## config.mk

```make
export PLATFORM = sky130hd
export DESIGN_NAME = bram_bubble_sorter
export DESIGN_NICKNAME = d
export VERILOG_FILES = /design/src/rtl/bram_bubble_sorter.sv
export SDC_FILE = /design/constraint.sdc
export NUM_CORES = 1
export LEC_CHECK = 0
export ABC_CLOCK_PERIOD_IN_PS = 3970
export CAP_MARGIN = 20
export CORE_ASPECT_RATIO = 0.8
export CORE_MARGIN = 2
export CORE_UTILIZATION = 57
export DETAILED_ROUTE_END_ITERATION = 10
export GPL_TIMING_DRIVEN = 0
export PLACE_DENSITY = 0.84
export SETUP_SLACK_MARGIN = 0.05
export SYNTH_ARGS = -nofsm -noshare
export SYNTH_HDL_FRONTEND = slang
export SYNTH_SLANG_ARGS = --single-unit
```

## constraint.sdc

```tcl
create_clock -name clk -period 3.97 [get_ports clk]
set_clock_uncertainty 0.1 [all_clocks]
set_input_delay 0.794 -clock clk [delete_from_list [all_inputs] [get_ports clk]]
set_output_delay 0.794 -clock clk [all_outputs]
set_load 0.03 [all_outputs]
```

## src/rtl/bram_bubble_sorter.sv

```systemverilog
// -----------------------------------------------------------------------------
// bram_bubble_sorter
//
// In-place bubble sort engine that drives a single-port BRAM directly
// (1-cycle read latency). It reads each adjacent pair, compares the two
// values, and writes the pair back swapped when they are out of order.
// A pass with no swaps ends the sort early. The engine reports completion
// and the total number of swaps.
//
// Build option:
//   SORT_DESCEND_EN  when defined, swaps on a < b, so the result is
//                    descending. Undefined by default, which gives an
//                    ascending sort that swaps on a > b. Timing is the same
//                    in both builds.
//
// Parameters:
//   ADDR_WIDTH  BRAM address width; all DEPTH = 2**ADDR_WIDTH entries are sorted
//   DATA_WIDTH  element width; elements are compared as unsigned values
//
// Ports:
//   clk         rising-edge clock
//   rst         asynchronous, active-high reset
//   start       sort request; only sampled while idle
//   busy        high whenever the engine is not idle
//   done        one-cycle pulse when the sort completes
//   mem_we      BRAM write enable
//   mem_addr    BRAM address
//   mem_di      BRAM write data
//   mem_do      BRAM read data; valid the cycle after the address is presented
//   swap_count  swaps performed in the last/current sort; cleared on start
// -----------------------------------------------------------------------------
module bram_bubble_sorter #(
    parameter int ADDR_WIDTH = 3,
    parameter int DATA_WIDTH = 4
) (
    input  logic                    clk,
    input  logic                    rst,
    input  logic                    start,
    output logic                    busy,
    output logic                    done,
    output logic                    mem_we,
    output logic [ADDR_WIDTH-1:0]   mem_addr,
    output logic [DATA_WIDTH-1:0]   mem_di,
    input  logic [DATA_WIDTH-1:0]   mem_do,
    output logic [2*ADDR_WIDTH-1:0] swap_count
);

    localparam int DEPTH = 2 ** ADDR_WIDTH;
    localparam logic [ADDR_WIDTH-1:0] LAST_PAIR = ADDR_WIDTH'(DEPTH - 1);
    localparam logic [ADDR_WIDTH-1:0] ONE       = ADDR_WIDTH'(1);

    typedef enum logic [2:0] {
        S_IDLE,
        S_RD_A,
        S_RD_B,
        S_CMP,
        S_WR_A,
        S_WR_B,
        S_DONE
    } state_t;

    state_t                state, state_next;
    logic [ADDR_WIDTH-1:0] i;        // index of the left element of the pair
    logic [ADDR_WIDTH-1:0] limit;    // number of pairs compared in this pass
    logic [DATA_WIDTH-1:0] a, b;     // left / right operand
    logic                  swapped;  // a swap happened earlier in this pass

    logic swap_cond;
    logic more_pairs;
    logic pass_swapped;
    logic end_sort;
    logic advance;

    // The right operand arrives on mem_do during CMP, in the same cycle it
    // is registered into b, so the compare uses mem_do directly.
`ifdef SORT_DESCEND_EN
    assign swap_cond = (a < mem_do);
`else
    assign swap_cond = (a > mem_do);
`endif

    // Compare in ADDR_WIDTH+1 bits so that i+1 cannot wrap.
    assign more_pairs = ({1'b0, i} + (ADDR_WIDTH + 1)'(1)) < {1'b0, limit};

    // swapped is only written at the end of WR_B. A swap on the last pair of
    // a pass must still count, so the swap in flight is included here.
    assign pass_swapped = swapped || (state == S_WR_B);
    assign end_sort     = !pass_swapped || (limit == ONE);
    assign advance      = ((state == S_CMP) && !swap_cond) || (state == S_WR_B);

    // ---------------------------------------------------------------- state
    // NOTE: sequential state uses non-blocking assignments (<=), so every
    // flop samples its pre-edge value no matter how the blocks are ordered.
    always_ff @(posedge clk or posedge rst) begin
        if (rst) begin
            state <= S_IDLE;
        end else begin
            state <= state_next;
        end
    end

    // ----------------------------------------------------------- next state
    always_comb begin
        // NOTE: assign a default first in combinational blocks. Any path that
        // leaves a signal unassigned would infer a latch.
        state_next = state;
        case (state)
            S_IDLE: if (start) state_next = S_RD_A;
            S_RD_A: state_next = S_RD_B;
            S_RD_B: state_next = S_CMP;
            S_CMP: begin
                if (swap_cond)       state_next = S_WR_A;
                else if (more_pairs) state_next = S_RD_A;
                else if (end_sort)   state_next = S_DONE;
                else                 state_next = S_RD_A;
            end
            S_WR_A: state_next = S_WR_B;
            S_WR_B: begin
                if (more_pairs)    state_next = S_RD_A;
                else if (end_sort) state_next = S_DONE;
                else               state_next = S_RD_A;
            end
            S_DONE:  state_next = S_IDLE;
            default: state_next = S_IDLE;
        endcase
    end

    // -------------------------------------------------------------- outputs
    always_comb begin
        mem_we   = 1'b0;
        mem_addr = '0;
        mem_di   = '0;
        case (state)
            S_RD_A: mem_addr = i;
            S_RD_B: mem_addr = i + ONE;
            S_WR_A: begin
                mem_we   = 1'b1;
                mem_addr = i;
                mem_di   = b;
            end
            S_WR_B: begin
                mem_we   = 1'b1;
                mem_addr = i + ONE;
                mem_di   = a;
            end
            default: ;
        endcase
    end

    assign busy = (state != S_IDLE);
    assign done = (state == S_DONE);

    // ------------------------------------------------------------- datapath
    always_ff @(posedge clk or posedge rst) begin
        if (rst) begin
            i          <= '0;
            limit      <= LAST_PAIR;
            a          <= '0;
            b          <= '0;
            swapped    <= 1'b0;
            swap_count <= '0;
        end else begin
            case (state)
                S_IDLE: begin
                    if (start) begin
                        i          <= '0;
                        limit      <= LAST_PAIR;
                        swapped    <= 1'b0;
                        swap_count <= '0;
                    end
                end
                S_RD_B: a <= mem_do;
                S_CMP:  b <= mem_do;
                S_WR_B: begin
                    swapped    <= 1'b1;
                    swap_count <= swap_count + 1'b1;
                end
                default: ;
            endcase

            // Pair advance. A new pass clears swapped, and because this
            // assignment comes after the one in WR_B, the clear takes effect.
            if (advance) begin
                if (more_pairs) begin
                    i <= i + ONE;
                end else if (!end_sort) begin
                    limit   <= limit - ONE;
                    i       <= '0;
                    swapped <= 1'b0;
                end
            end
        end
    end

endmodule

```

==> impl_metrics.yaml <==
clock_tree:
  root_buffer: "clkbuf_4"
  cts_buffer_depth: 2
  post_cts_buffers: 0
  hold_buffers: 0
  h-tree-depth: 1
  clock-sinks: 24
  cts_buffers: 3
  clk_latency_ns: 0.33
  cts_tree: "built"
  ctsResizeCount: 0
  clkTransAtPathRegs_ns: 0.13
critical_path:
  crit_path_end_kind: "primary output"
  rr_worst_depth: 8
  cp-start-kind: "register"
  worstPathArrival_ns: 2.50
  cp.required_ns: 3.08
  crit_type: "register to primary output"
  r2r-start: "i[0]"
  rr_endpoint: "i[0]"
  ff2ff_setup_slack_ns: 1.64
  path_max_fanout: 10
final_layout:
  area_delta_synth_final_pct: 20.8
  final_cell_area_um2: 1850
  fillers: 188
  final_cell_mix: "clkdlybuf4s50_1 (22), dfrtp_1 (21), nand2_1 (16)"
  drive_gt1_share_pct: 14.1
  num_antenna_cells: 0
  final_common_cell: "clkdlybuf4s50_1"
  nets: 203
  fin_util_pct: 73.8
detailed_routing:
  dr.pass1.iters: 4
  wl_per_cell_um: 15.0
  ant_nets: 0
  wirelength_mm: 3.32
  drt_iter0_markers: 79
  vias: 1314
  drc: 0
  post_drt_via_cell_ratio: 5.95
place:
  io_buffer_count: 22
  dp_hpwl_mm: 2.52
  dpl_cell_area_um2: 1790
  gp_congestion: 0.841
  place_worst_setup_slack_ns: 1.01
global_routing:
  grtUsageTotal_pct: 24.8
  grt_pass1_vias: 1294
  grt_pass1_wl_mm: 5.78
  grt.overflow.total: 0
  antenna_found_initial: 0
  grt_max_degree: 25
min_path:
  hold_start: "swap_count[5]"
  min_delay_path_depth: 1
  hold-path-endpoint: "swap_count[5]"
  hp-class: "register to register"
sta:
  finalHoldViolCount: 0
  fin_crit_ns: 3.40
  rsz0062_at_grt: "false"
  drv_slew: 0
  fin_ws_ns: 0.572
  setup_violations: 0
  slew_headroom_pct: 39.1
  final.setup.tns_ns: 0
  max_freq_ghz: 0.294
  finalCritPeriodShare_pct: 85.6
  worst_pin_slew_ns: 0.913
logic_synthesis:
  syn_area_um2: 1530
  syn_nets: 176
  syn_area_per_cell_um2: 9.61
  ys_seq_elements: 24
  synthCells: 159
  ys_seq_area_share_pct: 39.6
  ys_warn_count: 0
  netlist-cell-type-count: 49
run_status:
  status: "completed"
die:
  die_area_um2: 3110
  start_util_pct: 61.0
  die_h_um: 50.3
  die_x_um: 61.9
  pin_count: 23
  core-area_um2: 2500
  num_rows: 16
power:
  p_total_w: 0.00130
  powerDensity_nw_per_um2: 702
  leakagePower_nw: 0.892
  peakVddDrop_uv: 413
job:
  maxCapViolCount: 0
## cells by family (layout without fill, tap and decap cells)
family                   after synthesis  after routing  share of synthesized area (%)
adder cells (fa/ha/maj)               10             10                           8.19
flip-flops                            24             24                           39.6
AO/OA/AOI/OAI                         39             39                           18.4
XOR/XNOR                               3              3                           1.72
AND/OR/NAND/NOR                       54             54                           18.5
multiplexers                          13             13                           8.93
buffers and inverters                 16             42                           4.67
## synth_stat cells, drive strengths merged
master	instances	area share, %
nor3	2	0.66
or4b	1	0.90
nor4	1	0.41
a22o	2	1.1
and2	2	0.98
xor2	3	1.7
a21boi	1	0.49
mux2	5	3.7
o2bb2ai	1	0.57
nand2b	1	0.41
dfstp	3	5.2
a2bb2oi	1	0.98
nand2	16	3.9
or3	1	0.41
ha	10	8.2
a211o	1	0.57
nand4	3	1.2
o21ai	13	4.5
a31oi	3	1.6
a211oi	1	0.82
o22ai	2	0.82
o211ai	1	0.49
inv	11	2.7
mux2i	8	5.2
dfrtp	21	34
a21oi	6	2.2
o21a	2	0.98
nor2b	2	0.82
buf	5	2.0
a221oi	1	0.98
nand3b	2	1.2
nor2	13	3.4
nand3	3	0.98
a22oi	1	0.49
a21o	2	1.1
and3b	2	1.1
and3	5	2.0
o211a	1	0.66
## report_power, final
part,internal [W],switching (W)
sequential,0.000329,0.0000886
clock,0.000102,0.0000784
combinational,0.000303,0.000395
## metrics by stage
step | hold slack [ns] | instances
after CTS | 0.385 | 221
after floorplan | 0.349 | 159
after global placement | 0.364 | 217
final | 0.378 | 221
after global routing | 0.437 | 221
after detailed placement | 0.367 | 217
## state kept, by name, summed over array words and instances (netlist names)
signal / cells
state: 3
i: 3
swap_count: 6
b: 4
a: 4
swapped: 1
limit: 3
## layer usage
layer  share of wire [%]  GRT usage [%]  vias to the layer above
met5                   0              0                        -
li1                    -              -                      626
met4                 1.4           6.74                        0
met2                  48           39.8                       31
met1                  46           32.2                      650
met3                 4.3           7.47                        7
## final cells by class
type | instances | area (um2) | share of cell area (%)
Tap cell | 36 | 45.0 | 2.44
Clock inverter | 1 | 30.0 | 1.63
Clock buffer | 3 | 22.5 | 1.22
Timing Repair Buffer | 22 | 220 | 11.9
Buffer | 5 | 30.0 | 1.63
Inverter | 11 | 41.3 | 2.24
Multi-Input combinational cell | 119 | 852 | 46.2
Sequential cell | 24 | 604 | 32.7
## critical path, cell delays in order, from the launching register on
cell,delay (ns)
dfrtp_1,0.52
buf_2,0.28
nand2b_1,0.22
inv_1,0.13
a22oi_1,0.10
o21ai_0,0.22
clkdlybuf4s50_1,0.71
## worst max-delay path by stage
stage / endpoint / slack [ns] / cells after the start / startpoint
after detailed placement: mem_addr[2] / 1.01 / 6 / state[2]
after CTS: mem_addr[2] / 0.59 / 6 / state[2]
final: mem_addr[2] / 0.57 / 6 / state[2]
after global placement: mem_addr[2] / 1.06 / 6 / state[2]
after global routing: mem_addr[2] / 0.38 / 6 / state[2]
after floorplan: mem_addr[2] / 1.25 / 5 / state[1]
(Power assumes the default switching activity.)
